$ cat config.mk
export PLATFORM = sky130hd
export DESIGN_NAME = keystream_xor_cipher
export DESIGN_NICKNAME = d
export VERILOG_FILES = /design/src/rtl/keystream_xor_cipher.sv
export SDC_FILE = /design/constraint.sdc
export NUM_CORES = 1
export LEC_CHECK = 0
export BUFFER_PORTS_ARGS = -buffer_cell sky130_fd_sc_hd__buf_2
export CORE_ASPECT_RATIO = 1.1
export CORE_MARGIN = 2
export CORE_UTILIZATION = 52
export CTS_CLUSTER_SIZE = 28
export DETAILED_ROUTE_END_ITERATION = 6
export PLACE_DENSITY = 0.84
export SETUP_SLACK_MARGIN = 0.4
export SYNTH_ARGS = -nofsm -noshare
export SYNTH_HDL_FRONTEND = slang
export SYNTH_SLANG_ARGS = --single-unit
$ cat constraint.sdc
create_clock -name i_clk -period 2.1 [get_ports i_clk]
set_input_delay 0.42 -clock i_clk [delete_from_list [all_inputs] [get_ports i_clk]]
set_output_delay 0.42 -clock i_clk [all_outputs]
set_load 0.01 [all_outputs]
$ cat src/rtl/keystream_xor_cipher.sv
// Keystream word packer, FIFO and XOR stage between the LFSR and the byte datapath.
// Optional sticky drop flag o_ks_overflow is enabled by defining KSC_OVERFLOW_FLAG_EN.
module keystream_xor_cipher #(
  parameter int DATA_W   = 8,
  parameter int KS_DEPTH = 4
) (
  input  logic                      i_clk,
  input  logic                      i_rst,
  input  logic                      i_clr,
  input  logic                      i_ks_bit,
  input  logic                      i_ks_valid,
  input  logic [DATA_W-1:0]         i_data,
  input  logic                      i_data_valid,
  output logic                      o_data_ready,
  output logic [DATA_W-1:0]         o_data,
  output logic                      o_data_valid,
  input  logic                      i_data_ready,
  output logic [$clog2(KS_DEPTH):0] o_ks_level,
  output logic [15:0]               o_byte_cnt
`ifdef KSC_OVERFLOW_FLAG_EN
  ,
  output logic                      o_ks_overflow
`endif
);

  localparam int AW = $clog2(KS_DEPTH);
  localparam int LW = AW + 1;
  localparam int CW = (DATA_W > 1) ? $clog2(DATA_W) : 1;

  logic [DATA_W-2:0] sr;
  logic [DATA_W-1:0] word;
  logic [CW-1:0]     bit_cnt;
  logic [DATA_W-1:0] mem [KS_DEPTH];
  logic [AW-1:0]     wr_ptr;
  logic [AW-1:0]     rd_ptr;
  logic [DATA_W-1:0] head;
  logic              word_done;
  logic              full;
  logic              xfer;
  logic              push;
  logic              pop;
  logic              drop;

  // First received bit ends up as the word MSB.
  assign word      = {sr, i_ks_bit};
  assign word_done = i_ks_valid && !i_clr
                     && (bit_cnt == CW'(DATA_W - 1));
  assign full      = (o_ks_level == LW'(KS_DEPTH));
  assign head      = mem[rd_ptr];

  assign o_data_ready = (o_ks_level != '0)
                        && (!o_data_valid || i_data_ready)
                        && !i_clr;

  assign xfer = i_data_valid && o_data_ready;
  assign pop  = xfer;
  // A pop frees the slot, so a push into a full FIFO still lands.
  assign push = word_done && (!full || pop);
  assign drop = word_done && full && !pop;

  always_ff @(posedge i_clk or posedge i_rst) begin
    if (i_rst) begin
      sr      <= '0;
      bit_cnt <= '0;
    end else if (i_clr) begin
      sr      <= '0;
      bit_cnt <= '0;
    end else if (i_ks_valid) begin
      sr      <= word[DATA_W-2:0];
      bit_cnt <= word_done ? '0 : bit_cnt + CW'(1);
    end
  end

  always_ff @(posedge i_clk) begin
    if (push) begin
      mem[wr_ptr] <= word;
    end
  end

  always_ff @(posedge i_clk or posedge i_rst) begin
    if (i_rst) begin
      wr_ptr     <= '0;
      rd_ptr     <= '0;
      o_ks_level <= '0;
    end else if (i_clr) begin
      wr_ptr     <= '0;
      rd_ptr     <= '0;
      o_ks_level <= '0;
    end else begin
      if (push) begin
        wr_ptr <= wr_ptr + AW'(1);
      end
      if (pop) begin
        rd_ptr <= rd_ptr + AW'(1);
      end
      if (push && !pop) begin
        o_ks_level <= o_ks_level + LW'(1);
      end else if (pop && !push) begin
        o_ks_level <= o_ks_level - LW'(1);
      end
    end
  end

  // o_data keeps its last value across a flush; only valid drops.
  always_ff @(posedge i_clk or posedge i_rst) begin
    if (i_rst) begin
      o_data       <= '0;
      o_data_valid <= 1'b0;
      o_byte_cnt   <= '0;
    end else if (i_clr) begin
      o_data_valid <= 1'b0;
      o_byte_cnt   <= '0;
    end else if (xfer) begin
      o_data       <= i_data ^ head;
      o_data_valid <= 1'b1;
      o_byte_cnt   <= o_byte_cnt + 16'd1;
    end else if (o_data_valid && i_data_ready) begin
      o_data_valid <= 1'b0;
    end
  end

`ifdef KSC_OVERFLOW_FLAG_EN
  always_ff @(posedge i_clk or posedge i_rst) begin
    if (i_rst) begin
      o_ks_overflow <= 1'b0;
    end else if (i_clr) begin
      o_ks_overflow <= 1'b0;
    end else if (drop) begin
      o_ks_overflow <= 1'b1;
    end
  end
`else
  logic unused_drop;
  assign unused_drop = drop;
`endif

endmodule

==> summary.md, run 1 <==
| Metric | Value |
|---|---|
| Status | complete, no violations |
| Vias in the first global route | 2673 |
| Hpwl dp | 4.59 mm |
| Post-synth EDFFs | 32 |
| Synthesized instance count | 271 |
| Period utilisation layout | 97.6% |
| Core ar. | 6480 µm² |
| GRT Overall Usage | 24.7% |
| Final hold vios | 0 |
| RSZ-0062 raised after global routing | true |
| Netlist cell types | 43 |
| Boundary Pins | 44 |
| CTS tree | done |
| Slowest CP cell | dfrtp_1 |
| Max Cap Viol | 0 |
| Worst hold slack | 0.203 ns |
| WS Path Type | flip-flop to flip-flop |
| Post-DRT Antenna Nets | 0 |
| Clock skew | 0.0152 ns |
| Routed via count | 2745 |
| DR iter-0 viols | 271 |
| Final global-route overflow total | 0 |
| Final setup viols | 0 |
| Fillers | 366 |
| First-pass GRT wire length | 13.1 mm |
| Post-synthesis average cell area | 12.6 µm² |
| Startpoint Class | flip-flop |
| Register clock-pin slew on the reported worst setup and hold paths | 0.09 ns |
| R2R depth | 9 |
| Sequential area share after synthesis | 58.8% |
| IO buf count | 43 |
| WP data required | 2.33 ns |
| Relative slew slack | 60.3% |
| DP Area | 3920 µm² |
| P&R area growth vs syn | 36.0% |
| Main synth FF type | dfrtp_1 |
| Yosys warns | 0 |
| WL/cell | 21.0 µm |
| Share of layout cells above drive strength 1 | 45.5% |
| # nets final | 381 |
| Pleak | 2.00 nW |
| Drt drc | 0 |
| Clock Sinks | 74 |
| Total die area | 7240 µm² |
| Share of the synthesized area in the top cell type | 30.7% |
| Clock Latency Late Sink | 0.36 ns |
| Die height | 89.1 µm |
| Avg Vias per Cell | 6.17 |
| Starting Density | 52.8% |
| PwrDens | 882 nW/µm² |
| Initial antenna violation count | 0 |
| Site Rows | 31 |
| Hold-fix buffers, CTS | 0 |
| Flops & latches, synth | 74 |
| Maximum VDD drop | 0.000485 V |
| CP Cell Sequence | ha_2 > ha_4 > nand2_4 > nor4_4 > fa_2 > a21bo_2 > or3_4 > a21oi_2 > o211ai_1 |
| Yosys top cell by area | dfrtp_1 |
| Max incr delay on CP | 0.36 ns |
| Synth area leaders | dfrtp_1 31%, edfxtp_1 28%, mux4_2 5.3% |
| Final Slew Violations | 0 |
| RePlAce Congestion | 0.853 |
| Crit end category | flip-flop |
| Worst Tran Pin Value | 0.591 ns |
| CTS H-tree lvls | 3 |
| Worst-path fanout max | 2 |
| Worst Path Arrival | 2.28 ns |
| Hold WC Path Type | primary input to asynchronous set/reset pin |
| Post-synth top cells | 42 x dfrtp_1, 32 x edfxtp_1, 19 x nor2_1 |
| Antenna diodes | 0 |
| Post-route cell area | 4650 µm² |
| Tmin final | 2.05 ns |
| Worst-case clock buffer depth | 2 |
| CTS Root Cell | clkbuf_8 |
| Count leader, synth | dfrtp_1 |
| Pre-antenna DRT Iters | 4 |
| Synthesized area | 3420 µm² |
| Synthesized Nets | 294 |
| Largest net degree at the start of global routing | 43 |
| Routed Wire Length | 9.33 mm |
| Die W | 81.3 µm |
| FMAX | 488 MHz |
| Num CTS Buffers | 9 |
| Asr flop ratio synth | 56.8% |
==> where the power goes <==
group	total (mW)	leakage, nW	switching [mW]	internal (mW)
logic	1.21	1.05	0.571	0.636
registers	1.77	0.855	0.143	1.62
clock network	1.13	0.0962	0.573	0.556
==> worst paths after layout <==
kind	end	from	slack (ns)
setup / recovery	o_ks_level[2]	bit_cnt[0]	0.05
hold reg to reg	o_data[4]	o_data[4]	0.51
hold / removal	o_data[6]	i_rst	0.20
min in group i_clk	mem[3][0]	i_ks_bit	0.30
setup reg to reg	o_ks_level[2]	bit_cnt[0]	0.05
max in group asynchronous	o_ks_level[1]	i_rst	1.48
==> metrics by stage <==
step	std cells	setup WS [ns]	TNS [ns]	util (%)	power, mW
after floorplan	271	-0.0111	-0.0111	-	2.25
after CTS	442	0.0429	0	69.4	3.87
after global routing	445	-0.0451	-0.0451	71.8	4.26
after global placement	405	-0.0505	-0.0505	60.5	2.47
after detailed placement	405	-0.139	-0.139	60.5	2.49
final	445	0.0509	0	71.8	4.10
==> sequential cells by signal (all words and copies together), names as in the netlist <==
signal	count
mem	32
o_byte_cnt	16
bit_cnt	3
o_data_valid	1
sr	7
rd_ptr	2
o_data	8
o_ks_level	3
wr_ptr	2
==> critical path, delay by kind of cell (launching register included) <==
family                     cells  cell delay (ns)
adders and majority gates      3             0.58
DFF                            1             0.36
AOI/OAI and AO/OA              3             0.45
and+or+nand+nor                3             0.53
==> cell type report <==
| cell class | instances | area (µm²) | share of cell area [%] |
|---|---|---|---|
| timing repair buffer | 90 | 737 | 15.8 |
| multi-input combinational | 174 | 1560 | 33.6 |
| inverter | 9 | 33.8 | 0.726 |
| sequential | 74 | 2020 | 43.3 |
| clock inverter | 7 | 76.3 | 1.64 |
| clock buffer | 9 | 124 | 2.66 |
| tap | 82 | 103 | 2.20 |
==> metal layers <==
metal  global-route usage (%)  part of all wire (%)
met3                     5.05                   5.5
met5                        0                     0
met2                     43.8                    53
met4                     12.5                   5.8
met1                     28.2                    36
==> placed cells by master, fill, tap and decap left out, drive strengths merged, types with 8 or more instances in the layout <==
| master | count |
|---|---|
| a21oi | 14 |
| buf | 90 |
| clkbuf | 9 |
| dfrtp | 42 |
| edfxtp | 32 |
| inv | 11 |
| mux2i | 11 |
| mux4 | 8 |
| nand2 | 15 |
| nor2 | 19 |
| o21ai | 17 |
| xnor2 | 9 |
==> repair_timing <==
action	in CTS	in global routing
setup buffers	18	3
setup endpoints to repair	55	64
gates cloned	3	0
pin swaps	15	21
gates resized for setup	31	39
==> cells by family after synthesis <==
group	Yosys count	share of synthesized area (%)
compound gates	41	7.02
xor+xnor	12	3.07
fa+ha+maj	8	3.15
buf+inv	23	3.29
flops	74	58.8
mux	22	9.47
simple gates	91	15.2
Note: power is estimated with default switching activity, not from simulation.
==> run 2: changes to the inputs <==
Settings changed: CORE_UTILIZATION 52 to 25, PLACE_DENSITY 0.84 to 0.5.
==> run 2 against run 1 <==
Effect of this change:
- first-iteration DRC count fell by 49%
- utilization down 35 points
- final cell count up 24%
- routed wire length decreased by 13%
- combinational power is essentially flat
- non-clock buffer count is 4 higher
- sequential power fell by 3%
- die area rose by 100%
- clock skew fell by 0.0082 ns
- critical path type unchanged
==> summary.md, run 2 (same netlist as run 1, synthesis figures left out) <==
| Metric | Value |
|---|---|
| Status | complete, no violations (unchanged) |
| Maximum VDD drop | 0.000404 V (was 0.000485 V) |
| Relative slew slack | 47.3% (was 60.3%) |
| Fillers | 1273 (was 366) |
| WL/cell | 14.8 µm (was 21.0 µm) |
| Worst-case clock buffer depth | 2 (unchanged) |
| Share of layout cells above drive strength 1 | 46.7% (was 45.5%) |
| Slowest CP cell | dfrtp_2 (was dfrtp_1) |
| Register clock-pin slew on the reported worst setup and hold paths | 0.06 ns (was 0.09 ns) |
| Drt drc | 0 (unchanged) |
| WS Path Type | flip-flop to flip-flop (unchanged) |
| RSZ-0062 raised after global routing | true (unchanged) |
| GRT Overall Usage | 11.1% (was 24.7%) |
| Final global-route overflow total | 0 (unchanged) |
| Tmin final | 2.09 ns (was 2.05 ns) |
| Final setup viols | 0 (unchanged) |
| Largest Register | mem (unchanged) |
| Period utilisation layout | 99.6% (was 97.6%) |
| Crit end category | flip-flop (unchanged) |
| Num CTS Buffers | 9 (unchanged) |
| Final setup TNS | 0 ns (unchanged) |
| DR iter-0 viols | 137 (was 271) |
| Die height | 127 µm (was 89.1 µm) |
| Hold WC Path Type | primary input to asynchronous set/reset pin (unchanged) |
| Site Rows | 44 (was 31) |
| Worst Slack Setup Final | 0.00856 ns (was 0.0509 ns) |
| P&R area growth vs syn | 43.9% (was 36.0%) |
| Core ar. | 13300 µm² (was 6480 µm²) |
| CTS Root Cell | clkbuf_16 (was clkbuf_8) |
| Placed cells | 510 (was 405) |
| First-pass GRT wire length | 12.4 mm (was 13.1 mm) |
| Clock Sinks | 74 (unchanged) |
| CTS H-tree lvls | 3 (unchanged) |
| Number of flip-flops in the largest register | 32 (unchanged) |
| Routed via count | 2460 (was 2745) |
| Die W | 116 µm (was 81.3 µm) |
| Post-DRT Antenna Nets | 0 (unchanged) |
| Worst hold slack | 0.124 ns (was 0.203 ns) |
| Biggest regs | mem: 32 flops, o_byte_cnt: 16 flops, o_data: 8 flops (unchanged) |
| Avg Vias per Cell | 4.46 (was 6.17) |
| Flop-to-flop setup slack | 0.009 ns (was 0.05 ns) |
| Final Slew Violations | 0 (unchanged) |
| Routed Wire Length | 8.15 mm (was 9.33 mm) |
| Vias in the first global route | 2396 (was 2673) |
| WP data required | 2.29 ns (was 2.33 ns) |
| Hpwl dp | 5.17 mm (was 4.59 mm) |
| PwrDens | 891 nW/µm² (was 882 nW/µm²) |
| Clock Latency Late Sink | 0.34 ns (was 0.36 ns) |
| Antenna diodes | 0 (unchanged) |
| Boundary Pins | 44 (unchanged) |
| Max incr delay on CP | 0.42 ns (was 0.36 ns) |
| Largest net degree at the start of global routing | 40 (was 43) |
| CP Cell Sequence | nor2_4 > nor3_2 > nor4_4 > fa_2 > a21bo_2 > or3_1 > a21oi_2 > o211ai_1 (was ha_2 > ha_4 > nand2_4 > nor4_4 > fa_2 > a21bo_2 > or3_4 > a21oi_2 > o211ai_1) |
| CTS tree | done (unchanged) |
| Pre-antenna DRT Iters | 4 (unchanged) |
| Worst Path Arrival | 2.29 ns (was 2.28 ns) |
| Leading cell type in the layout, fill and taps excluded | buf_2 (unchanged) |
| Non-filler cells, final | 552 (was 445) |
| Worst Tran Pin Value | 0.786 ns (was 0.591 ns) |
| Most frequent cells in the layout | 42 x buf_2, 39 x dfrtp_1, 32 x edfxtp_1, 27 x buf_4, 18 x buf_6 (was 43 x buf_2, 39 x dfrtp_1, 32 x edfxtp_1, 29 x buf_4, 17 x nor2_1) |
| # nets final | 386 (was 381) |
| Post-route cell area | 4920 µm² (was 4650 µm²) |
| Initial antenna violation count | 0 (unchanged) |
| Pre-CTS WS | -0.119 ns (was -0.139 ns) |
| IO buf count | 43 (unchanged) |
| Util after Layout | 37.1% (was 71.8%) |
| Worst-path fanout max | 2 (unchanged) |
| Startpoint Class | flip-flop (unchanged) |
| Hold-fix buffers, CTS | 0 (unchanged) |
| Pleak | 2.04 nW (was 2.00 nW) |
| Final hold vios | 0 (unchanged) |
| Starting Density | 25.8% (was 52.8%) |
| Max Cap Viol | 0 (unchanged) |
| RePlAce Congestion | 0.801 (was 0.853) |
| Clock skew | 0.00700 ns (was 0.0152 ns) |
| FMAX | 478 MHz (was 488 MHz) |
| DP Area | 4070 µm² (was 3920 µm²) |
| Pwr Total | 4.39 mW (was 4.10 mW) |
| Total die area | 14600 µm² (was 7240 µm²) |
-- run 2: cell types whose count changed in the layout (fill, tap and decap cells not counted), sizes merged --
cell / change
clkbuf: +3
buf: +3
clkinv: +2
nand3: +1
clkinvlp: -1
inv: -3
-- run 2: layout make-up --
type	count	area, µm²	area share (%)
Sequential cell	74	2020	41.0
Multi-Input combinational cell	175	1590	32.4
Timing Repair Buffer	94	761	15.5
Clock buffer	11	233	4.73
Tap cell	184	230	4.68
Clock inverter	5	55.1	1.12
Inverter	9	33.8	0.686
-- run 2: what timing repair did --
action / 4_1_cts / 5_1_grt
setup buffers: 20 / 2
cloned: 3 / 1
pin swaps: 18 / 10
resized for setup: 35 / 53
endpoints found under the setup margin: 58 / 64
hold endpoints to repair: 0 / 0
-- run 2: power by group --
group / internal [mW] / switching (mW) / total, mW
Combinational: 0.617 / 0.559 / 1.18
Sequential: 1.63 / 0.0961 / 1.72
Clock: 0.915 / 0.572 / 1.49
-- run 2: path summary, 6_finish.rpt --
check,startpoint,cells after the start,end
setup / recovery,o_ks_level[0],8,o_ks_level[2]
hold / removal,i_rst,2,o_data[3]
setup reg to reg,o_ks_level[0],8,o_ks_level[2]
hold reg to reg,o_data[2],2,o_data[2]
max in group asynchronous,i_rst,3,o_byte_cnt[2]
min in group i_clk,i_ks_bit,1,mem[2][0]
-- run 2: critical path, delay by kind of cell, from the launching register on --
kind / cells / cell delay [ns]
AOI/OAI and AO/OA: 3 / 0.48
and+or+nand+nor: 4 / 0.79
DFF: 1 / 0.42
adders and majority gates: 1 / 0.25
-- run 2: per-layer routing --
layer	GRT usage [%]	vias up	share of wire, %
met3	3.25	13	3.0
met1	13.6	1222	42
met4	4.89	0	2.3
li1	-	1189	-
met5	0	-	0
met2	18.2	36	53
==> run 3: changes to the inputs <==
Settings changed: CTS_BUF_LIST set to sky130_fd_sc_hd__clkbuf_2.
==> run 3 against run 2 <==
Effect of this change:
- first-iteration DRC count up 16%
- final cell count shrank 1.4%
- maximum frequency is essentially flat
- global-route usage fell by 0.31 points
- non-clock buffer count is 8 lower
- combinational power fell by 15%
- sequential power about the same
- design area decreased by 8.2%
- via count down 2.0%
- critical path type unchanged
- critical endpoint unchanged
- largest cell class unchanged
- largest power group unchanged
==> summary.md, run 3 (same netlist as run 1, synthesis figures left out) <==
| Metric | Value |
|---|---|
| Slowest CP cell | dfrtp_1 (was dfrtp_2) |
| Crit end category | flip-flop (unchanged) |
| Vias in the first global route | 2297 (was 2396) |
| Share of layout cells above drive strength 1 | 41.2% (was 46.7%) |
| Final global-route overflow total | 0 (unchanged) |
| Maximum VDD drop | 0.000243 V (was 0.000404 V) |
| Final hold vios | 0 (unchanged) |
| Util after Layout | 34.1% (was 37.1%) |
| Die height | 127 µm (unchanged) |
| Core ar. | 13300 µm² (unchanged) |
| WP data required | 2.52 ns (was 2.29 ns) |
| Tmin final | 2.09 ns (about the same) |
| Worst Slack Setup Final | 0.0102 ns (was 0.00856 ns) |
| Largest Register | mem (unchanged) |
| DR iter-0 viols | 159 (was 137) |
| RePlAce Congestion | 0.801 (unchanged) |
| CP Cell Sequence | ha_2 > ha_4 > nand2_4 > nor4_4 > fa_2 > a21bo_2 > or3_4 > a21oi_2 > o211ai_1 (was nor2_4 > nor3_2 > nor4_4 > fa_2 > a21bo_2 > or3_1 > a21oi_2 > o211ai_1) |
| CTS Root Cell | clkbuf_2 (was clkbuf_16) |
| Initial antenna violation count | 1 (was 0) |
| Worst Tran Pin Value | 0.784 ns (was 0.786 ns) |
| Routed Wire Length | 7.76 mm (was 8.15 mm) |
| Register clock-pin slew on the reported worst setup and hold paths | 0.20 ns (was 0.06 ns) |
| Avg Vias per Cell | 4.43 (was 4.46) |
| Boundary Pins | 44 (unchanged) |
| Pleak | 1.85 nW (was 2.04 nW) |
| Die W | 116 µm (unchanged) |
| Drt drc | 0 (unchanged) |
| Status | complete, no violations (unchanged) |
| RSZ-0062 raised after global routing | true (unchanged) |
| IO buf count | 43 (unchanged) |
| CTS H-tree lvls | 3 (unchanged) |
| Clock Sinks | 74 (unchanged) |
| Period utilisation layout | 99.5% (was 99.6%) |
| CTS tree | done (unchanged) |
| Biggest regs | mem: 32 flops, o_byte_cnt: 16 flops, o_data: 8 flops (unchanged) |
| Clock skew | 0.0228 ns (was 0.00700 ns) |
| FMAX | 479 MHz (was 478 MHz) |
| Total die area | 14600 µm² (unchanged) |
| Num CTS Buffers | 9 (unchanged) |
| Worst-path fanout max | 2 (unchanged) |
| Pre-antenna DRT Iters | 4 (unchanged) |
| WS Path Type | flip-flop to flip-flop (unchanged) |
| Routed via count | 2412 (was 2460) |
| Final setup viols | 0 (unchanged) |
| Worst-case clock buffer depth | 2 (unchanged) |
| Pre-CTS WS | -0.119 ns (unchanged) |
| PwrDens | 769 nW/µm² (was 891 nW/µm²) |
| Site Rows | 44 (unchanged) |
| Relative slew slack | 47.4% (was 47.3%) |
| Most frequent cells in the layout | 39 x buf_2, 36 x dfrtp_1, 32 x edfxtp_1, 26 x buf_4, 18 x buf_6 (was 42 x buf_2, 39 x dfrtp_1, 32 x edfxtp_1, 27 x buf_4, 18 x buf_6) |
| Leading cell type in the layout, fill and taps excluded | buf_2 (unchanged) |
| Delay-heaviest family, CP | adder cells (was simple AND/OR/NAND/NOR gates) |
| Post-DRT Antenna Nets | 0 (unchanged) |
| # nets final | 377 (was 386) |
| WL/cell | 14.3 µm (was 14.8 µm) |
| Max incr delay on CP | 0.39 ns (was 0.42 ns) |
| Startpoint Class | flip-flop (unchanged) |
| Hpwl dp | 5.17 mm (unchanged) |
| Hold WC Path Type | primary input to flip-flop (was primary input to asynchronous set/reset pin) |
| Clock Latency Late Sink | 0.53 ns (was 0.34 ns) |
| Largest net degree at the start of global routing | 40 (unchanged) |
| Number of flip-flops in the largest register | 32 (unchanged) |
| Worst Path Arrival | 2.51 ns (was 2.29 ns) |
| GRT Overall Usage | 10.8% (was 11.1%) |
| Final Slew Violations | 0 (unchanged) |
| First-pass GRT wire length | 11.9 mm (was 12.4 mm) |
| WP buf/inv | 0 (unchanged) |
| Worst hold slack | 0.134 ns (was 0.124 ns) |
| Starting Density | 25.8% (unchanged) |
| P&R area growth vs syn | 32.2% (was 43.9%) |
| Max Cap Viol | 0 (unchanged) |
-- run 3: cell count changes in the layout (fill, tap and decap cells not counted), moves of 7 or more --
cell	previous run	this run
o21ai_0	1	10
nand2_2	7	0
nand2_1	6	14
o21ai_2	9	1
clkbuf_16	10	1
clkbuf_2	0	11
-- run 3: report_power, final --
part | internal [mW] | switching, mW
combinational | 0.508 | 0.489
clock | 0.281 | 0.497
sequential | 1.62 | 0.0771
total | 2.41 | 1.06
-- run 3: what timing repair did --
action,in CTS,in global routing
hold endpoints to repair,19,0
setup buffers,6,9
pin swaps,4,4
resized for setup,15,35
hold buffers,1,0
endpoints found under the setup margin,64,59
gates cloned,0,1
-- run 3: area by class of cell --
| type | instances | area [µm²] |
|---|---|---|
| fill | 1334 | 8750 |
| clock inverter | 5 | 55.1 |
| clock buffer | 11 | 55.1 |
| timing repair buffer | 86 | 648 |
| sequential | 74 | 2020 |
| antenna | 1 | 2.50 |
| tap | 184 | 230 |
| inverter | 9 | 33.8 |
| multi-input combinational | 174 | 1480 |
-- run 3: layer usage --
layer | vias up | global-route usage (%) | wire length [µm] | share of wire [%]
met5 | - | 0 | 0 | 0
met4 | 0 | 5.74 | 163 | 2.1
met3 | 11 | 3.06 | 278 | 3.6
met2 | 34 | 17.4 | 4040 | 52
met1 | 1203 | 13.0 | 3270 | 42
li1 | 1164 | - | - | -
-- run 3: stage by stage --
stage          TNS [ns]  total power, mW  std cells  area (µm²)
6_report              0             3.48        544        4520
3_3_place_gp    -0.0714             2.51        510        4070
5_1_grt          -0.103             3.68        544        4520
4_1_cts               0             3.40        533        4300
2_1_floorplan   -0.0111             2.25        271        3530
3_5_place_dp     -0.119             2.53        510        4070
-- run 3: worst min-delay path, stage by stage --
cell and delay (ns):
buf_2 0.09, xnor2_1 0.11, o21ai_1 0.05
-- run 3: final timing paths --
path	from	end	slack, ns	cells past startpoint
setup / recovery	bit_cnt[0]	o_ks_level[2]	0.01	9
min in group asynchronous	i_rst	o_data[1]	0.44	3
hold / removal	i_data[2]	o_data[2]	0.13	3
setup reg to reg	bit_cnt[0]	o_ks_level[2]	0.01	9
max in group asynchronous	i_rst	o_byte_cnt[2]	0.98	4
hold reg to reg	o_data[1]	o_data[1]	0.50	2
